==> src/rtl/game_geometry_pkg.sv <==
// Shared breakout geometry: tile grid, derived pixel limits and the rally state encoding.
// The renderer imports this same package so both sides agree on where walls and paddle sit.
package game_geometry_pkg;

  // Tile grid
  localparam int unsigned TILE_PX         = 8;
  localparam int unsigned SCREEN_W        = 800;
  localparam int unsigned SCREEN_H        = 600;
  localparam int unsigned WALL_L_TILE_COL = 0;
  localparam int unsigned WALL_R_TILE_COL = SCREEN_W / TILE_PX - 1;
  localparam int unsigned CEIL_TILE_ROW   = 9;
  localparam int unsigned PADDLE_TILE_ROW = 73;

  // Pixel limits derived from the tile grid
  localparam int unsigned X_MIN        = (WALL_L_TILE_COL + 1) * TILE_PX;  // 8
  localparam int unsigned X_END        = WALL_R_TILE_COL * TILE_PX;        // 792, first wall pixel
  localparam int unsigned BALL_Y_MIN   = (CEIL_TILE_ROW + 1) * TILE_PX;    // 80
  localparam int unsigned PADDLE_Y_TOP = PADDLE_TILE_ROW * TILE_PX;        // 584
  localparam int unsigned LOSS_Y       = SCREEN_H;                         // 600

  // Rally sequencing; the numeric values are visible on the STATE output.
  typedef enum logic [1:0] {
    StServe = 2'd0,
    StPlay  = 2'd1,
    StLost  = 2'd2
  } phys_state_e;

  // Rightmost legal ball left edge for a given ball size (784 for an 8 px ball).
  function automatic int unsigned ball_x_max(input int unsigned ball_size);
    return X_END - ball_size;
  endfunction

  // Rightmost legal paddle left edge for a given paddle length (732 for 60 px).
  function automatic int unsigned paddle_x_max(input int unsigned paddle_len);
    return X_END - paddle_len;
  endfunction

  // Ball top edge when resting on the paddle (576 for an 8 px ball).
  function automatic int unsigned rest_y(input int unsigned ball_size);
    return PADDLE_Y_TOP - ball_size;
  endfunction

endpackage

==> src/rtl/game_physics_if.sv <==
// Frame/button inputs and draw-position outputs between the board/renderer and game_physics.
interface game_physics_if;

  logic       FRAME_DONE;
  logic       BTN_LEFT;
  logic       BTN_RIGHT;
  logic       BTN_SERVE;
  logic [9:0] PADDLE_X_PIXEL;
  logic [9:0] BALL_X_PIXEL;
  logic [9:0] BALL_Y_PIXEL;
  logic [1:0] STATE;
  logic       PADDLE_HIT;
  logic       BALL_LOST;

  // Renderer / board side
  modport master (
    output FRAME_DONE, BTN_LEFT, BTN_RIGHT, BTN_SERVE,
    input  PADDLE_X_PIXEL, BALL_X_PIXEL, BALL_Y_PIXEL, STATE, PADDLE_HIT, BALL_LOST
  );

  // Physics engine side
  modport slave (
    input  FRAME_DONE, BTN_LEFT, BTN_RIGHT, BTN_SERVE,
    output PADDLE_X_PIXEL, BALL_X_PIXEL, BALL_Y_PIXEL, STATE, PADDLE_HIT, BALL_LOST
  );

endinterface

==> src/rtl/button_sync.sv <==
// Two-flop synchronizer for a bundle of independent asynchronous button levels.
module button_sync #(
  parameter int unsigned WIDTH = 3
) (
  input  logic             CLK,
  input  logic             RESET,
  input  logic [WIDTH-1:0] btn_async,
  output logic [WIDTH-1:0] btn_sync
);

  logic [WIDTH-1:0] meta_q;
  logic [WIDTH-1:0] sync_q;

  // First flop may go metastable; second flop gives it a full cycle to settle.
  always_ff @(posedge CLK or posedge RESET) begin
    if (RESET) begin
      meta_q <= '0;
      sync_q <= '0;
    end else begin
      meta_q <= btn_async;
      sync_q <= meta_q;
    end
  end

  assign btn_sync = sync_q;

endmodule

==> src/rtl/game_physics.sv <==
// Breakout game-state engine: once per FRAME_DONE tick it moves the paddle, moves and bounces
// the ball, and sequences serve -> play -> lost. All outputs are registered.
module game_physics
  import game_geometry_pkg::*;
#(
  parameter int unsigned PADDLE_LENGTH_PIXEL = 60,
  parameter int unsigned BALL_SIZE_PIXEL     = 8,
  parameter int unsigned BALL_SPEED          = 2,  // 1..7
  parameter int unsigned PADDLE_SPEED        = 4,  // 1..8
  parameter int unsigned LOST_FRAMES         = 60  // 1..255
) (
  input logic          CLK,
  input logic          RESET,
  game_physics_if.slave bus
);

  // 11-bit versions so x + width comparisons never wrap.
  localparam logic [10:0] XMIN_W        = 11'(X_MIN);
  localparam logic [10:0] BALL_XMAX_W   = 11'(ball_x_max(BALL_SIZE_PIXEL));
  localparam logic [10:0] PADDLE_XMAX_W = 11'(paddle_x_max(PADDLE_LENGTH_PIXEL));
  localparam logic [10:0] YMIN_W        = 11'(BALL_Y_MIN);
  localparam logic [10:0] REST_Y_W      = 11'(rest_y(BALL_SIZE_PIXEL));
  localparam logic [10:0] LOSS_Y_W      = 11'(LOSS_Y);
  localparam logic [10:0] BSPD_W        = 11'(BALL_SPEED);
  localparam logic [10:0] PSPD_W        = 11'(PADDLE_SPEED);
  localparam logic [10:0] BSIZE_W       = 11'(BALL_SIZE_PIXEL);
  localparam logic [10:0] PLEN_W        = 11'(PADDLE_LENGTH_PIXEL);

  localparam logic [9:0]  SERVE_OFS      = 10'((PADDLE_LENGTH_PIXEL - BALL_SIZE_PIXEL) / 2);
  localparam logic [9:0]  PADDLE_X_RESET = 10'((SCREEN_W - PADDLE_LENGTH_PIXEL) / 2);
  localparam logic [7:0]  LOST_LOAD      = 8'(LOST_FRAMES);

  localparam int unsigned BtnLeft  = 0;
  localparam int unsigned BtnRight = 1;
  localparam int unsigned BtnServe = 2;

  logic [2:0] btn_raw;
  logic [2:0] btn_sync;
  logic       btn_left;
  logic       btn_right;
  logic       btn_serve;

  phys_state_e state_q;
  logic [9:0]  paddle_x_q;
  logic [9:0]  ball_x_q;
  logic [9:0]  ball_y_q;
  logic        dx_pos_q;   // 1: moving right
  logic        dy_down_q;  // 1: moving down
  logic        hit_q;
  logic        lost_q;
  logic [7:0]  frame_cnt_q;

  logic [9:0]  paddle_next;
  logic [9:0]  serve_x;
  logic [10:0] paddle_ext;
  logic [10:0] ball_x_ext;
  logic [10:0] ball_y_ext;
  logic [10:0] nx;
  logic [10:0] ny;
  logic [9:0]  step_x;
  logic [9:0]  step_y;
  logic        step_dx;
  logic        step_dy;
  logic        step_hit;
  logic        step_lost;

  assign btn_raw = {bus.BTN_SERVE, bus.BTN_RIGHT, bus.BTN_LEFT};

  button_sync #(
    .WIDTH(3)
  ) u_button_sync (
    .CLK      (CLK),
    .RESET    (RESET),
    .btn_async(btn_raw),
    .btn_sync (btn_sync)
  );

  assign btn_left  = btn_sync[BtnLeft];
  assign btn_right = btn_sync[BtnRight];
  assign btn_serve = btn_sync[BtnServe];

  assign paddle_ext = {1'b0, paddle_x_q};
  assign ball_x_ext = {1'b0, ball_x_q};
  assign ball_y_ext = {1'b0, ball_y_q};

  // Paddle position for this tick; opposing buttons cancel.
  always_comb begin
    paddle_next = paddle_x_q;
    if (btn_left && !btn_right) begin
      if (paddle_ext < XMIN_W + PSPD_W) paddle_next = XMIN_W[9:0];
      else                              paddle_next = paddle_x_q - PSPD_W[9:0];
    end else if (btn_right && !btn_left) begin
      if (paddle_ext + PSPD_W > PADDLE_XMAX_W) paddle_next = PADDLE_XMAX_W[9:0];
      else                                     paddle_next = paddle_x_q + PSPD_W[9:0];
    end
  end

  // Ball centred on the paddle, using the paddle position after this tick's move.
  assign serve_x = paddle_next + SERVE_OFS;

  // One play step; x and y resolve independently so corner bounces flip both axes.
  always_comb begin
    nx        = dx_pos_q  ? ball_x_ext + BSPD_W : ball_x_ext - BSPD_W;
    ny        = dy_down_q ? ball_y_ext + BSPD_W : ball_y_ext - BSPD_W;
    step_x    = nx[9:0];
    step_dx   = dx_pos_q;
    step_y    = ny[9:0];
    step_dy   = dy_down_q;
    step_hit  = 1'b0;
    step_lost = 1'b0;

    if (!dx_pos_q && nx < XMIN_W) begin
      step_x  = XMIN_W[9:0];
      step_dx = 1'b1;
    end else if (dx_pos_q && nx > BALL_XMAX_W) begin
      step_x  = BALL_XMAX_W[9:0];
      step_dx = 1'b0;
    end

    // Paddle overlap is judged against the pre-tick paddle position.
    if (!dy_down_q && ny < YMIN_W) begin
      step_y  = YMIN_W[9:0];
      step_dy = 1'b1;
    end else if (dy_down_q && ball_y_ext <= REST_Y_W && ny >= REST_Y_W &&
                 nx + BSIZE_W > paddle_ext && nx < paddle_ext + PLEN_W) begin
      step_y   = REST_Y_W[9:0];
      step_dy  = 1'b0;
      step_hit = 1'b1;
    end else if (dy_down_q && ny >= LOSS_Y_W) begin
      step_lost = 1'b1;
    end
  end

  // Rally FSM and all position state; everything advances only on the frame tick.
  always_ff @(posedge CLK or posedge RESET) begin
    if (RESET) begin
      state_q     <= StServe;
      paddle_x_q  <= PADDLE_X_RESET;
      ball_x_q    <= PADDLE_X_RESET + SERVE_OFS;
      ball_y_q    <= REST_Y_W[9:0];
      dx_pos_q    <= 1'b1;
      dy_down_q   <= 1'b0;
      hit_q       <= 1'b0;
      lost_q      <= 1'b0;
      frame_cnt_q <= 8'd0;
    end else begin
      hit_q  <= 1'b0;
      lost_q <= 1'b0;
      if (bus.FRAME_DONE) begin
        paddle_x_q <= paddle_next;
        unique case (state_q)
          StServe: begin
            ball_x_q <= serve_x;
            ball_y_q <= REST_Y_W[9:0];
            if (btn_serve) begin
              state_q   <= StPlay;
              dx_pos_q  <= 1'b1;
              dy_down_q <= 1'b0;
            end
          end
          StPlay: begin
            ball_x_q  <= step_x;
            ball_y_q  <= step_y;
            dx_pos_q  <= step_dx;
            dy_down_q <= step_dy;
            hit_q     <= step_hit;
            if (step_lost) begin
              state_q     <= StLost;
              lost_q      <= 1'b1;
              frame_cnt_q <= LOST_LOAD;
            end
          end
          StLost: begin
            // <= 1 rather than == 1 so a stray zero count cannot wedge the FSM.
            if (frame_cnt_q <= 8'd1) begin
              state_q     <= StServe;
              ball_x_q    <= serve_x;
              ball_y_q    <= REST_Y_W[9:0];
              frame_cnt_q <= 8'd0;
            end else begin
              frame_cnt_q <= frame_cnt_q - 8'd1;
            end
          end
          default: state_q <= StServe;
        endcase
      end
    end
  end

  assign bus.PADDLE_X_PIXEL = paddle_x_q;
  assign bus.BALL_X_PIXEL   = ball_x_q;
  assign bus.BALL_Y_PIXEL   = ball_y_q;
  assign bus.STATE          = state_q;
  assign bus.PADDLE_HIT     = hit_q;
  assign bus.BALL_LOST      = lost_q;

endmodule

==> src/flat_wrapper.sv <==
// flat-port wrapper written by rule: the top's interface ports become plain ports
module game_physics_flat import game_geometry_pkg::*;
#(
  parameter int unsigned PADDLE_LENGTH_PIXEL = 60,
  parameter int unsigned BALL_SIZE_PIXEL     = 8,
  parameter int unsigned BALL_SPEED          = 2,         
  parameter int unsigned PADDLE_SPEED        = 4,         
  parameter int unsigned LOST_FRAMES         = 60           
)
  (CLK, RESET, bus_FRAME_DONE, bus_BTN_LEFT, bus_BTN_RIGHT, bus_BTN_SERVE, bus_PADDLE_X_PIXEL, bus_BALL_X_PIXEL, bus_BALL_Y_PIXEL, bus_STATE, bus_PADDLE_HIT, bus_BALL_LOST);
  game_physics_if bus_i ();
  input logic CLK;
  input logic RESET;
  input wire logic [$bits(bus_i.FRAME_DONE)-1:0] bus_FRAME_DONE;
  input wire logic [$bits(bus_i.BTN_LEFT)-1:0] bus_BTN_LEFT;
  input wire logic [$bits(bus_i.BTN_RIGHT)-1:0] bus_BTN_RIGHT;
  input wire logic [$bits(bus_i.BTN_SERVE)-1:0] bus_BTN_SERVE;
  output wire logic [$bits(bus_i.PADDLE_X_PIXEL)-1:0] bus_PADDLE_X_PIXEL;
  output wire logic [$bits(bus_i.BALL_X_PIXEL)-1:0] bus_BALL_X_PIXEL;
  output wire logic [$bits(bus_i.BALL_Y_PIXEL)-1:0] bus_BALL_Y_PIXEL;
  output wire logic [$bits(bus_i.STATE)-1:0] bus_STATE;
  output wire logic [$bits(bus_i.PADDLE_HIT)-1:0] bus_PADDLE_HIT;
  output wire logic [$bits(bus_i.BALL_LOST)-1:0] bus_BALL_LOST;
  assign bus_i.FRAME_DONE = bus_FRAME_DONE;
  assign bus_i.BTN_LEFT = bus_BTN_LEFT;
  assign bus_i.BTN_RIGHT = bus_BTN_RIGHT;
  assign bus_i.BTN_SERVE = bus_BTN_SERVE;
  assign bus_PADDLE_X_PIXEL = bus_i.PADDLE_X_PIXEL;
  assign bus_BALL_X_PIXEL = bus_i.BALL_X_PIXEL;
  assign bus_BALL_Y_PIXEL = bus_i.BALL_Y_PIXEL;
  assign bus_STATE = bus_i.STATE;
  assign bus_PADDLE_HIT = bus_i.PADDLE_HIT;
  assign bus_BALL_LOST = bus_i.BALL_LOST;
  game_physics #(.PADDLE_LENGTH_PIXEL(PADDLE_LENGTH_PIXEL), .BALL_SIZE_PIXEL(BALL_SIZE_PIXEL), .BALL_SPEED(BALL_SPEED), .PADDLE_SPEED(PADDLE_SPEED), .LOST_FRAMES(LOST_FRAMES)) u_core (.CLK(CLK), .RESET(RESET), .bus(bus_i));
endmodule
==> config.mk <==
export PLATFORM = sky130hd
export DESIGN_NAME = game_physics_flat
export DESIGN_NICKNAME = d
export VERILOG_FILES = /design/src/rtl/game_geometry_pkg.sv /design/src/rtl/game_physics_if.sv /design/src/rtl/button_sync.sv /design/src/rtl/game_physics.sv /design/src/flat_wrapper.sv
export SDC_FILE = /design/constraint.sdc
export NUM_CORES = 1
export LEC_CHECK = 0
export CAP_MARGIN = 30
export CELL_PAD_IN_SITES_DETAIL_PLACEMENT = 2
export CELL_PAD_IN_SITES_GLOBAL_PLACEMENT = 2
export CORE_MARGIN = 2
export CORE_UTILIZATION = 36
export DETAILED_ROUTE_END_ITERATION = 8
export PLACE_DENSITY_LB_ADDON = 0.12
export SLEW_MARGIN = 20
export SYNTH_ARGS = -nofsm -noshare
export SYNTH_HDL_FRONTEND = slang
export SYNTH_HIERARCHICAL = 1
export SYNTH_SLANG_ARGS = --single-unit
==> constraint.sdc <==
create_clock -name CLK -period 5.9 [get_ports CLK]
set_clock_uncertainty 0.15 [all_clocks]
set_input_delay 0.59 -clock CLK [delete_from_list [all_inputs] [get_ports CLK]]
set_output_delay 0.59 -clock CLK [all_outputs]
set_load 0.03 [all_outputs]
==> run metrics <==
Post-synth EDFFs=0; crit path max fanout=13; max cap viols=0; final instance area=5300 um2; first-pass GRT wire length=26.4 mm; top_reg_cell synth=dfrtp_1; Max H-tree Level=2; drt pass-1 iters=4; status=completed; crit-path cells=inv_1 -> ha_1 -> nor2b_1 -> o21a_1 -> o21a_1 -> o31a_1 -> nor2b_1 -> nand3_1 -> xnor2_1 -> ha_1 -> nand4_1 -> or4b_2 -> o21ai_0 -> a221o_1 -> nand3_2 -> a32o_1; initial core utilization=36.6%; Synth top cells by count=52 x nand2_1, 45 x o21ai_0, 44 x ha_1; setup TNS=0 ps; Post-route DRC=0; CP Class=reg -> reg; Chip Width=117 um; Critical Path RT=5940 ps; die area=13,700 um2; DR WL/cell=21.6 um; slowest CP cell=or4b_2; RSZ-0062 raised after global routing=no; gr usage total=25.1%; total congestion overflow=0; layout cells sized above 1=8.08%; Placement Cell Area=5110 um2; post-layout net count=633; CTS tree=built; Synth area leader=dfrtp_1; Rows=41; synthesized cell area=4600 um2; cts hold-fix bufs=0; Worst Max-Slew Pin Slew=785 ps; number of synthesized register bits=49; sequential area share after synthesis=27.0%; RD Place Congestion=0.861; Ant. Diodes=0; worst-case clock buffer depth=2; Clock transition at path regs=80 ps; Final Max Tran Viols=0; DP Wirelength=12.5 mm; Core Util, Final=42.2%; period utilization=91.0%; clk_lat worst skew=310 ps; total CTS buffers=5; number of global-route vias before repair=4,754; post-cts sizing count=0; Yosys top cell area share=20.1%; Die Y=117 um; I/O Pins=40; count leader, synth=nand2_1; Final min period=5370 ps; slew margin rel.=47.3%; final setup violation count=0; Avg Inst Size Synth=8.28 um2; yosys warns=6; Cells after Synth=556; largest net degree at the start of global routing=31; Sink Count=49; Post-CTS Setup Repair Bufs=0; crit end category=flip-flop; initial antenna violation count=0; f_max=0.186 GHz; synth top area cells=dfrtp_1 20%, ha_1 12%, dfstp_2 6.9%; Mapped Nets=608; Vias=4,388; asr flop ratio synth=100%; Area Overhead vs Synth=15.2%; Routed WL=16.2 mm; WP data arrival=5410 ps; final-report hold violation count=0; PortBufs=38; core area=12,600 um2; via/cell ratio=5.82; drt first-iter violations=162; CTS root buf=clkbuf_16; Synth cell types=77; worst stage delay on the critical path=610 ps; Hold Crit Class=reg -> reg; Worst setup SP type=flip-flop; post-route ant nets=0
-- sequential cells by signal, summed over array words and instances, names as in the netlist --
register and count:
u_core/bus.PADDLE_HIT 1, u_core/bus.STATE 2, u_core/frame_cnt_q 8, u_core/u_button_sync/meta_q 3, u_core/bus.BALL_LOST 1, u_core/dx_pos_q 1
u_core/dy_down_q 1, u_core/u_button_sync/btn_sync 3, u_core/bus.PADDLE_X_PIXEL 10, u_core/bus.BALL_Y_PIXEL 9, u_core/bus.BALL_X_PIXEL 10
-- metal layers --
metal | vias to the layer above | wire, um | share of wire, % | global-route usage [%]
met1 | 2221 | 7590 | 47 | 33.7
met5 | - | 0 | 0 | 0
li1 | 2093 | - | - | -
met2 | 62 | 8070 | 50 | 43.5
met3 | 12 | 417 | 2.6 | 3.14
met4 | 0 | 172 | 1.1 | 5.33
-- cells in the final DEF, fill, tap and decap left out, types with 5 or more instances in the layout --
master	Yosys	layout
nand2_1	52	52
o21ai_0	45	45
ha_1	44	44
clkdlybuf4s50_1	0	38
a21oi_1	38	38
dfrtp_1	37	37
nor2_1	35	35
inv_1	31	30
xnor2_1	24	24
nor3_1	17	17
nand3_1	14	14
nor2b_1	12	12
dfstp_2	12	12
and3_1	10	10
nor4_1	10	10
a21o_1	9	9
xor2_1	8	8
a211oi_1	8	8
nand4_1	7	7
o21a_1	6	6
a31oi_1	6	6
o22ai_1	6	6
clkbuf_16	0	5
o211ai_1	5	5
nand2b_1	5	5
mux2i_1	5	5
-- cell families after synthesis --
| family | count (synthesis) | synth area share (%) |
|---|---|---|
| compound gates | 177 | 26.1 |
| xor+xnor | 32 | 6.09 |
| fa+ha+maj | 46 | 12.8 |
| buf+inv | 57 | 5.38 |
| flops | 49 | 27.0 |
| mux | 6 | 1.33 |
| other cells | 1 | 0.0815 |
| simple gates | 188 | 21.2 |
-- critical path, delay by kind of cell, from the launching register on --
| kind | cells | cell delay, ps |
|---|---|---|
| xor+xnor | 1 | 160 |
| fa+ha+maj | 2 | 770 |
| compound gates | 6 | 1620 |
| simple gates | 6 | 1770 |
| buf+inv | 1 | 220 |
| flops | 1 | 570 |
-- through the flow --
step | hold WS, ps | setup WS (ps) | std cells
floorplan | 181 | 1450 | 556
global placement | 187 | 868 | 744
detailed placement | 188 | 595 | 745
CTS | 207 | 543 | 753
global route | 219 | 266 | 754
finish | 203 | 533 | 754
-- worst paths after layout --
| check | slack, ps | cells after the start | to | start |
|---|---|---|---|---|
| worst min-delay path | 200 | 0 | u_core/u_button_sync/btn_sync[1] | u_core/u_button_sync/meta_q[1] |
| worst min register to register | 200 | 0 | u_core/u_button_sync/btn_sync[1] | u_core/u_button_sync/meta_q[1] |
| min in group asynchronous | 400 | 2 | u_core/u_button_sync/btn_sync[1] | RESET |
| worst max register to register | 530 | 16 | u_core/frame_cnt_q[7] | u_core/dx_pos_q |
| worst max-delay path | 530 | 16 | u_core/frame_cnt_q[7] | u_core/dx_pos_q |
| max in group asynchronous | 4540 | 3 | u_core/bus.BALL_Y_PIXEL[6] | RESET |
-- cell type report --
cell class	count	area, um2
Multi-Input combinational cell	450	3110
Timing Repair Buffer	43	438
Fill cell	1444	7270
Inverter	32	120
Tap cell	172	215
Clock buffer	5	125
Clock inverter	3	47.5
Sequential cell	49	1240
Power is left out: the tool's default activity adds up to more than one toggle a clock period on the data nets, which glitch-free logic cannot reach.
